===== config.mk =====
export PLATFORM = sky130hd
export DESIGN_NAME = prng_shift_seq
export DESIGN_NICKNAME = d
export VERILOG_FILES = /design/src/rtl/prng_shift_seq.sv
export SDC_FILE = /design/constraint.sdc
export NUM_CORES = 1
export LEC_CHECK = 0
export ABC_AREA = 0
export BUFFER_PORTS_ARGS = -buffer_cell sky130_fd_sc_hd__clkbuf_2
export CELL_PAD_IN_SITES_DETAIL_PLACEMENT = 0
export CELL_PAD_IN_SITES_GLOBAL_PLACEMENT = 1
export CORE_UTILIZATION = 34
export DETAILED_ROUTE_END_ITERATION = 10
export PLACE_DENSITY_LB_ADDON = 0.1
export REMOVE_ABC_BUFFERS = 1
export SKIP_LAST_GASP = 1
export SLEW_MARGIN = 20
export SYNTH_ARGS = -nofsm -noshare
export SYNTH_HDL_FRONTEND = slang
export SYNTH_SLANG_ARGS = --single-unit

===== constraint.sdc =====
create_clock -name clk -period 1.7 [get_ports clk]
set_input_delay 0.17 -clock clk [delete_from_list [all_inputs] [get_ports clk]]
set_output_delay 0.17 -clock clk [all_outputs]
set_load 0.005 [all_outputs]

===== src/rtl/prng_shift_seq.sv =====
// Sequencer that seeds a 4-bit universal shift register and runs it as a q3^q0 LFSR,
// streaming one pseudo-random bit per valid/ready handshake.
`timescale 1ns / 1ps

module prng_shift_seq #(
   parameter int unsigned CNT_W = 8
) (
   input  logic             clk,
   input  logic             rst,
   input  logic             start,
   input  logic [3:0]       seed,
   input  logic [CNT_W-1:0] nbits,
   input  logic [3:0]       reg_q,
   output logic [1:0]       reg_sel,
   output logic             reg_sl_din,
   output logic             reg_sr_din,
   output logic             rnd_bit,
   output logic             rnd_valid,
   input  logic             rnd_ready,
   output logic             busy,
   output logic             done
);

   typedef enum logic [2:0] {
      StIdle,
      StLoad,
      StCheck,
      StRun,
      StDone
   } state_e;

   localparam logic [1:0] SelHold   = 2'b00;
   localparam logic [1:0] SelInvert = 2'b01;
   localparam logic [1:0] SelShl    = 2'b11;

   state_e           state_q, state_d;
   logic [1:0]       idx_q, idx_d;
   logic [CNT_W-1:0] rem_q, rem_d;
   logic [3:0]       seed_q, seed_d;

   assign reg_sr_din = 1'b0;
   assign rnd_bit    = reg_q[3];

   always_comb begin
      state_d    = state_q;
      idx_d      = idx_q;
      rem_d      = rem_q;
      seed_d     = seed_q;
      reg_sel    = SelHold;
      reg_sl_din = 1'b0;
      rnd_valid  = 1'b0;
      busy       = 1'b0;
      done       = 1'b0;

      unique case (state_q)
         StIdle: begin
            if (start) begin
               seed_d  = seed;
               rem_d   = nbits;
               idx_d   = 2'd0;
               state_d = StLoad;
            end
         end
         StLoad: begin
            busy       = 1'b1;
            reg_sel    = SelShl;
            // ~idx == 3-idx for a 2-bit index: seed MSB shifts in first
            reg_sl_din = seed_q[~idx_q];
            idx_d      = idx_q + 2'd1;
            if (idx_q == 2'd3) state_d = StCheck;
         end
         StCheck: begin
            busy = 1'b1;
            // all-zero is the LFSR lockup state; invert escapes to 1111
            if (reg_q == 4'b0000) reg_sel = SelInvert;
            state_d = (rem_q == '0) ? StDone : StRun;
         end
         StRun: begin
            busy      = 1'b1;
            rnd_valid = 1'b1;
            if (rnd_ready) begin
               reg_sel    = SelShl;
               reg_sl_din = reg_q[3] ^ reg_q[0];
               rem_d      = rem_q - CNT_W'(1);
               if (rem_q == CNT_W'(1)) state_d = StDone;
            end
         end
         StDone: begin
            done    = 1'b1;
            state_d = StIdle;
         end
         default: state_d = StIdle;
      endcase
   end

   always_ff @(posedge clk) begin
      if (rst) begin
         state_q <= StIdle;
         idx_q   <= 2'd0;
         rem_q   <= '0;
         seed_q  <= 4'd0;
      end else begin
         state_q <= state_d;
         idx_q   <= idx_d;
         rem_q   <= rem_d;
         seed_q  <= seed_d;
      end
   end

endmodule


==> metrics.txt, run 1 <==
CP required 1.53 ns; total global-route track usage 0.158; number of violations of the max-capacitance limit 0; pwr dens 702 nW/um^2; post-synthesis instance area 1060 um^2; vias in the first global route 933; number of design rule violations left after detail routing 0; vias after detailed routing 1014; transition at the pin with the smallest max-transition slack ~0.49 ns; first-pass iteration count of the detailed router 4; worst-case setup slack after placement -0.0316 ns; yosys warns 0; IO Count 28; ratio of cells with drive above 1 in the final layout 0.348; die outline width ~58 um; Iter 0 DRT Violations 48; relative max-transition margin 0.668; Max clock buf depth 2; static leakage power 0.530 nW; GRT Residual Overflow 0; global-route wire length before repair 4140 um; die height 58.0 um; IR Drop Worst-Case VDD 0.000331 V; post-DP HPWL 1780 um; maximum number of pins on one net before global-route repair 18; Worst Path Max Fanout 3; final std cell area, no fill 1260 um^2; fraction of synthesis flops using an asynchronous set or reset pin 0; clock slew at reported path FFs 0.11 ns; share of the clock period used by the worst path 0.955; number of buffers inserted for hold repair after clock tree synthesis 0; critical path capture point type output pin; Most used DFF post-synth dfxtp_1; detailed-route vias per instance between 5 and 6; clock network latency to the later pin of the worst-skew pair roughly 0.29 ns; setup slack of the most critical reg-to-reg path 0.08 ns; fillers 313; post-route worst setup slack 0.0765 ns; # H-tree levels 1; final hold violation count 0; number of enable flip-flop cells after synthesis 0; total CTS buffers 3; Mean Syn Cell Area 8.19 um^2; Inst Count DP 181; Sequential cell area 352 um^2; Worst EP arrival 1.45 ns; Cell Rows 19; overall routed net length around 2500 um; antenna violations before repair 0; layout overhead on the synthesized area 18.4%; status complete, no violations; Setup Crit Path Kind reg -> out; Critical Path Source Type register; skew final 0.00190 ns; Highest Clock Rate 616 MHz; antenna-violating nets left 0; area of the core region 2850 um^2; number of antenna cells inserted 0; routed wire length per instance between 10 and 15 um; floorplan die area ~3400 um^2; cell at the root of the clock tree clkbuf_4; gp weighted congestion slightly above 0.8; flip-flop and latch count after synthesis 17; number of buffer cells added on primary ports 26; final number of max-transition violations 0; clock tree from TritonCTS built; classification of the worst-slack hold path in -> reg; final setup violating endpoints 0; initial cell density of the core 0.373; clock period minus final worst setup slack roughly 1.6 ns; final layout net count 179; Mapped Cells 130; Seq/Total Area, Yosys 0.320; sink count of the clock tree 17; library cells used by synthesis 46; setup repair after global routing missed its margin no; setup TNS after final layout 0 ns; placed instance area 1200 um^2; Pwr Total 0.885 mW; Cell Count, Final, Fillers Out 186; area of the multi-input gates between 600 and 700 um^2
[worst max-delay path, stage by stage (launching register included)]
cell     delay [ns]
dfxtp_2        0.37
mux4_2         0.50
inv_1          0.08
o22ai_2        0.08
buf_2          0.13
[synthesized netlist by cell type, types with 2 or more instances]
cell	n	area, um^2
dfxtp_1	17	340
nor2_1	13	48.8
a21oi_1	10	50.1
nand2_1	9	33.8
o21ai_0	8	40.0
inv_1	6	22.5
and2_1	4	25.0
mux2i_1	4	40.0
a211oi_1	3	22.5
buf_2	3	15.0
buf_6	3	33.8
ha_1	3	37.5
nand3_1	3	15.0
nor3_1	3	15.0
nor4_1	3	18.8
a32o_1	2	20.0
buf_4	2	15.0
clkbuf_1	2	7.51
nor3b_1	2	15.0
or3_1	2	12.5
or3b_2	2	17.5
or4_1	2	15.0
[sequential cells by signal, indices dropped and copies added (netlist names)]
name and count:
rem_q 8, idx_q 2, seed_q 4, state_q 3
[cell usage in the layout, fill, tap and decap left out, types with 3 or more instances in the layout]
master / count
o21ai_0: 8
dfxtp_2: 3
nor2_1: 13
nor4_1: 3
nand2_1: 9
inv_1: 6
mux2i_1: 4
buf_4: 6
and2_1: 4
nand3_1: 3
dfxtp_1: 12
a21oi_1: 10
clkbuf_2: 25
a211oi_1: 3
clkbuf_4: 3
[per-layer routing]
layer,vias up,track usage,share of wire
met5,-,0,0
met4,0,0.0612,0.0069
met3,2,0.0201,0.038
met2,24,0.241,0.45
met1,472,0.227,0.50
li1,516,-,-
[kinds of logic after synthesis]
group	after synthesis	synth area share
XOR/XNOR	1	0.00823
buffers and inverters	18	0.0952
other	1	0.00352
adder cells (fa/ha/maj)	3	0.0353
AO/OA/AOI/OAI	34	0.216
flip-flops	17	0.320
AND/OR/NAND/NOR	51	0.263
multiplexers	5	0.0588
[repair_timing]
item                                    in CTS  in global routing
endpoints found under the setup margin       4                  5
setup buffers                                0                  2
resized for setup                            4                  9
pin swaps                                    0                  2
[power breakdown]
part / total [mW] / switching [mW] / internal [mW] / leakage (nW)
Sequential: 0.449 / 0.0277 / 0.421 / 0.142
Combinational: 0.212 / 0.106 / 0.106 / 0.370
Clock: 0.224 / 0.137 / 0.0875 / 0.0177
Total: 0.885 / 0.270 / 0.615 / 0.530
[per-stage QoR]
| step | hold WS [ns] | utilization |
|---|---|---|
| floorplan | 0.239 | - |
| detailed placement | 0.411 | 0.419 |
| finish | 0.101 | 0.442 |
| global placement | 0.404 | 0.419 |
| CTS | 0.0942 | 0.432 |
| global route | 0.122 | 0.442 |
[path summary, 6_finish.rpt]
path / endpoint / cells past startpoint / startpoint
setup reg to reg: rem_q[7]$_SDFFE_PP0P_ / 4 / rem_q[3]$_SDFFE_PP0P_
setup / recovery: reg_sl_din / 4 / idx_q[1]$_SDFFE_PP0P_
hold / removal: seed_q[2]$_SDFFE_PP0P_ / 3 / seed[2]
hold reg to reg: state_q[1]$_SDFFE_PP0P_ / 1 / state_q[2]$_SDFFE_PP0P_
[layout make-up]
type | count | area share
Multi-Input combinational cell | 95 | 0.509
Sequential cell | 17 | 0.279
Timing Repair Buffer | 32 | 0.139
Clock inverter | 1 | 0.00397
Clock buffer | 3 | 0.0179
Inverter | 7 | 0.0208
Tap cell | 31 | 0.0308
No activity file was read; power rests on OpenSTA's default activity.
==> inputs of run 2 (changes only) <==
- CORE_UTILIZATION: 34 -> 40
- clock period: 1.7 -> 1.9 ns (I/O delays scaled with it)
==> metrics.txt, run 2 (synthesis results as in run 1) <==
status complete, no violations (unchanged); total CTS buffers 3 (unchanged); # Post-CTS Setup Buffers 0 (unchanged); # H-tree levels 1 (unchanged); final number of max-transition violations 0 (unchanged); final setup violating endpoints 0 (unchanged); critical path capture point type register (was output pin); routed wire length per instance 13.1 um (was 13.3 um); Inst Count DP 180 (was 181); final layout net count 178 (was 179); register ranked first by flip-flop count rem_q (unchanged); combinational group share of total power 0.233 (was 0.239); static leakage power 0.520 nW (was 0.530 nW); layout overhead on the synthesized area 15.0% (was 18.4%); Max clock buf depth 2 (unchanged); largest registers ranked by flip-flop count rem_q x8, seed_q x4, state_q x3 (unchanged); die height 53.6 um (was 58.0 um); final hold violation count 0 (unchanged); GRT Residual Overflow 0 (unchanged); overall routed net length 2400 um (was 2470 um); switching power 0.245 mW (was 0.270 mW); clock tree from TritonCTS built (unchanged); area of the core region 2500 um^2 (was 2850 um^2); Cell Count, Final, Fillers Out 184 (was 186); fin util 0.490 (was 0.442); sequential group share of total power 0.506 (was 0.507); sum of buffers and inverters on the critical path 1 (was 2); Net Sw Frac 0.310 (was 0.305); critical path's largest stage delay 0.51 ns (was 0.50 ns); kind of cell adding the most delay to the critical path simple AND/OR/NAND/NOR gates (was multiplexers); pwr dens 646 nW/um^2 (was 702 nW/um^2); detailed-route vias per instance 5.59 (was 5.45); Setup Crit Path Kind reg -> reg (was reg -> out); clock slew at reported path FFs 0.11 ns (about the same); vias after detailed routing 1029 (was 1014); post-DP HPWL 1780 um (about the same); number of design rule violations left after detail routing 0 (unchanged); CTS resizes 0 (was 4); Iter 0 DRT Violations 24 (was 48); clock period minus final worst setup slack 1.76 ns; number of violations of the max-capacitance limit 0 (unchanged); skew final 0.00302 ns (was 0.00190 ns); Worst EP arrival 1.97 ns (was 1.45 ns); global-route wire length before repair 4040 um (was 4140 um); number of buffer cells added on primary ports 26 (unchanged); Clk pwr share 0.261 (was 0.254); clock network latency to the later pin of the worst-skew pair 0.29 ns (about the same); IR Drop Worst-Case VDD 0.000384 V (was 0.000331 V); number of antenna cells inserted 0 (unchanged); share of the clock period used by the worst path 0.929; Critical Path Source Type register (unchanged); Crit-path slowest cell or3b_2 (was mux4_2); ratio of cells with drive above 1 in the final layout 0.292 (was 0.348); antenna violations before repair 0 (unchanged); CP required 2.10 ns (was 1.53 ns); setup repair after global routing missed its margin no (unchanged); sink count of the clock tree 17 (unchanged); cell at the root of the clock tree clkbuf_4 (unchanged); total global-route track usage 0.193 (was 0.158); internal cell power 0.546 mW (was 0.615 mW); initial cell density of the core 0.426 (was 0.373); first-pass iteration count of the detailed router 5 (was 4); top library cells by usage in the layout, fill and taps aside clkbuf_2 (26), dfxtp_1 (17), nor2_1 (13), a21oi_1 (10), nand2_1 (9) (was clkbuf_2 (25), nor2_1 (13), dfxtp_1 (12), a21oi_1 (10), nand2_1 (9)); flip-flop count of the largest register, all copies and words added 8 (unchanged); cell-by-cell trace of the critical path inv_1, ha_1, or3b_2, nor3_1, o21ai_0, a32o_1 (was mux4_2, inv_1, o22ai_2, buf_2); number of buffers inserted for hold repair after clock tree synthesis 0 (unchanged); classification of the worst-slack hold path in -> reg (unchanged); gp weighted congestion 0.787 (was 0.829); setup TNS after final layout 0 ns (unchanged); floorplan die area 2870 um^2 (was 3360 um^2); Highest Clock Rate 567 MHz; maximum number of pins on one net before global-route repair 18 (unchanged); Post-Route Hold Slack 0.116 ns (was 0.101 ns); antenna-violating nets left 0 (unchanged); Worst Path Max Fanout 4 (was 3); Cell Rows 18 (was 19); most common cell after layout, fill and taps aside clkbuf_2 (unchanged); vias in the first global route 899 (was 933); IO Count 28 (unchanged); die outline width 53.6 um (was 58.0 um)
-- run 2: worst paths after layout --
kind / start / end / slack, ns / cells after the start
setup / recovery: rem_q[0]$_SDFFE_PP0P_ / rem_q[6]$_SDFFE_PP0P_ / 0.14 / 6
hold / removal: seed[0] / seed_q[0]$_SDFFE_PP0P_ / 0.12 / 3
setup reg to reg: rem_q[0]$_SDFFE_PP0P_ / rem_q[6]$_SDFFE_PP0P_ / 0.14 / 6
hold reg to reg: seed_q[2]$_SDFFE_PP0P_ / seed_q[2]$_SDFFE_PP0P_ / 0.50 / 2
-- run 2: worst register-to-register path: stages (launching register included) --
cell and delay (ns):
dfxtp_1 0.35, inv_1 0.11, ha_1 0.21, or3b_2 0.51, nor3_1 0.15, o21ai_0 0.09
a32o_1 0.26
-- run 2: layout make-up --
cell class / count / area (um^2)
fillers: 258 / 1270
multi-input cells: 95 / 626
flip-flops and latches: 17 / 340
repair buffers: 31 / 168
well taps: 30 / 37.5
inverters: 7 / 26.3
clock buffers: 3 / 22.5
clock inverters: 1 / 5.00
-- run 2: power by group through the flow --
stage	clock network, mW	logic (mW)	registers, mW
after floorplan	0	0.113	0.405
after global placement	0	0.181	0.407
after detailed placement	0	0.183	0.408
after CTS	0.210	0.183	0.400
after global routing	0.225	0.207	0.404
final	0.207	0.184	0.400
-- run 2: stage by stage --
| stage | worst slack [ns] | total power [mW] | area (um^2) |
|---|---|---|---|
| finish | 0.136 | 0.791 | 1220 |
| global route | 0.0214 | 0.836 | 1220 |
| detailed placement | 0.149 | 0.591 | 1190 |
| CTS | 0.0334 | 0.793 | 1220 |
| global placement | 0.203 | 0.587 | 1190 |
| floorplan | 0.256 | 0.518 | 990 |
-- run 2: layer usage --
layer / vias to the layer above / track usage / share of wire
met5: - / 0 / 0
met1: 481 / 0.262 / 0.49
met2: 31 / 0.313 / 0.46
li1: 515 / - / -
met4: 0 / 0.0658 / 0.0079
met3: 2 / 0.0254 / 0.042
==> inputs of run 3 (changes only) <==
- GPL_TIMING_DRIVEN: default -> 0
- SETUP_SLACK_MARGIN: default -> 0.3
==> metrics.txt, run 3 (synthesis results as in run 1) <==
first-pass iteration count of the detailed router 4 (was 5); pwr dens 605 nW/um^2 (was 646 nW/um^2); global-route wire length before repair 4150 um (was 4040 um); layout overhead on the synthesized area 27.5% (was 15.0%); ratio of cells with drive above 1 in the final layout 0.426 (was 0.292); final layout net count 186 (was 178); critical path capture point type output pin (was register); die outline width 53.6 um (unchanged); floorplan die area 2870 um^2 (unchanged); post-DP HPWL 1730 um (was 1780 um); number of buffer cells added on primary ports 26 (unchanged); vias in the first global route 908 (was 899); Worst Path Max Fanout 3 (was 4); final setup violating endpoints 0 (unchanged); number of antenna cells inserted 0 (unchanged); critical path's largest stage delay 0.50 ns (was 0.51 ns); clock period minus final worst setup slack 1.62 ns (was 1.76 ns); top library cells by usage in the layout, fill and taps aside clkbuf_2 (24), nor2_1 (13), buf_4 (12), dfxtp_1 (11) (was clkbuf_2 (26), dfxtp_1 (17), nor2_1 (13), a21oi_1 (10), nand2_1 (9)); final hold violation count 0 (unchanged); largest registers ranked by flip-flop count rem_q x8, seed_q x4, state_q x3 (unchanged); area of the core region 2500 um^2 (unchanged); number of buffers inserted for hold repair after clock tree synthesis 0 (unchanged); kind of cell adding the most delay to the critical path simple AND/OR/NAND/NOR gates (unchanged); register ranked first by flip-flop count rem_q (unchanged); antenna violations before repair 0 (unchanged); setup repair after global routing missed its margin yes (was no); Iter 0 DRT Violations 15 (was 24); GRT Residual Overflow 0 (unchanged); gp weighted congestion 0.772 (was 0.787); skew final 0.0117 ns (was 0.00302 ns); Cell Rows 18 (unchanged); cell-by-cell trace of the critical path buf_6, or4_1, or3_4, a21oi_2, buf_2 (was inv_1, ha_1, or3b_2, nor3_1, o21ai_0, a32o_1); Highest Clock Rate 618 MHz (was 567 MHz); detailed-route vias per instance 5.45 (was 5.59); vias after detailed routing 1046 (was 1029); share of the clock period used by the worst path 0.851 (was 0.929); Post-Route Hold Slack 0.110 ns (was 0.116 ns); Setup Crit Path Kind in -> out (was reg -> reg); clock tree from TritonCTS built (unchanged); antenna-violating nets left 0 (unchanged); CP required 1.71 ns (was 2.10 ns); total global-route track usage 0.203 (was 0.193); Crit-path slowest cell or4_1 (was or3b_2); number of design rule violations left after detail routing 0 (unchanged); overall routed net length 2600 um (was 2400 um); die height 53.6 um (unchanged); number of violations of the max-capacitance limit 0 (unchanged); Max clock buf depth 2 (unchanged); most common cell after layout, fill and taps aside clkbuf_2 (unchanged); status complete, no violations (unchanged); IR Drop Worst-Case VDD 0.000530 V (was 0.000384 V); initial cell density of the core 0.426 (unchanged); # H-tree levels 1 (unchanged); cell at the root of the clock tree clkbuf_4 (unchanged); fin util 0.543 (was 0.490); sink count of the clock tree 17 (unchanged); clock network latency to the later pin of the worst-skew pair 0.30 ns (was 0.29 ns); static leakage power 0.564 nW (was 0.520 nW); clock slew at reported path FFs 0.11 ns (about the same); routed wire length per instance 13.5 um (was 13.1 um); Critical Path Source Type input port (was register); sum of buffers and inverters on the critical path 2 (was 1); flip-flop count of the largest register, all copies and words added 8 (unchanged); maximum number of pins on one net before global-route repair 18 (unchanged); classification of the worst-slack hold path in -> reg (unchanged); Worst EP arrival 1.43 ns (was 1.97 ns); IO Count 28 (unchanged); total CTS buffers 3 (unchanged); final number of max-transition violations 0 (unchanged)
==> run 3: cell types whose count changed in the layout (fill, tap and decap cells not counted), moves of 2 or more <==
cell / previous run / this run
buf_4: 5 / 12
o21ai_1: 1 / 3
inv_1: 6 / 3
dfxtp_2: 0 / 3
nor3_1: 3 / 1
dfxtp_4: 0 / 3
nor3_2: 0 / 2
clkinvlp_4: 0 / 2
dfxtp_1: 17 / 11
inv_2: 0 / 3
clkbuf_2: 26 / 24
o21ai_0: 8 / 6
==> run 3: worst paths after layout <==
| check | cells after the start | startpoint | slack (ns) | endpoint |
|---|---|---|---|---|
| max | 5 | reg_q[3] | 0.28 | reg_sel[0] |
| min | 3 | seed[1] | 0.11 | seed_q[1]$_SDFFE_PP0P_ |
| max reg2reg | 4 | state_q[1]$_SDFFE_PP0P_ | 0.34 | rem_q[0]$_SDFFE_PP0P_ |
| min reg2reg | 2 | rem_q[1]$_SDFFE_PP0P_ | 0.49 | rem_q[1]$_SDFFE_PP0P_ |
==> run 3: worst reg2reg max path, cell delays in order (launching register included) <==
cell,delay (ns)
dfxtp_4,0.38
or4b_4,0.58
and2_4,0.22
a211oi_2,0.20
a211oi_1,0.07
==> run 3: layout make-up <==
class,count,area (um^2)
Clock buffer,3,22.5
Clock inverter,1,7.51
Fill cell,237,1140
Inverter,7,30.0
Multi-Input combinational cell,95,674
Sequential cell,17,355
Tap cell,30,37.5
Timing Repair Buffer,39,230
==> run 3: per-layer routing <==
layer / global-route usage / share of wire
met5: 0 / 0
met4: 0.0570 / 0.0089
met3: 0.0650 / 0.030
met2: 0.323 / 0.48
met1: 0.261 / 0.48
==> run 3: report_power, final <==
group	internal, mW	total (mW)	switching [mW]
Sequential	0.377	0.403	0.0255
Combinational	0.109	0.212	0.102
Clock	0.0802	0.206	0.126
Total	0.567	0.821	0.254
==> run 3: stage by stage <==
step / cell area [um^2] / power, mW / cells / setup WS, ns / setup TNS [ns]
2_1_floorplan: 990 / 0.518 / 119 / 0.256 / 0
3_3_place_gp: 1160 / 0.578 / 175 / -0.163 / -0.394
3_5_place_dp: 1160 / 0.583 / 175 / -0.183 / -0.561
4_1_cts: 1310 / 0.821 / 189 / 0.299 / 0
5_1_grt: 1360 / 0.875 / 192 / 0.213 / 0
6_report: 1360 / 0.821 / 192 / 0.283 / 0
==> run 3: what timing repair did <==
item | CTS | global route
setup buffers | 10 | 3
endpoints found under the setup margin | 15 | 7
endpoints found under the hold margin | 0 | 0
pin swaps | 2 | 3
resized for setup | 18 | 11
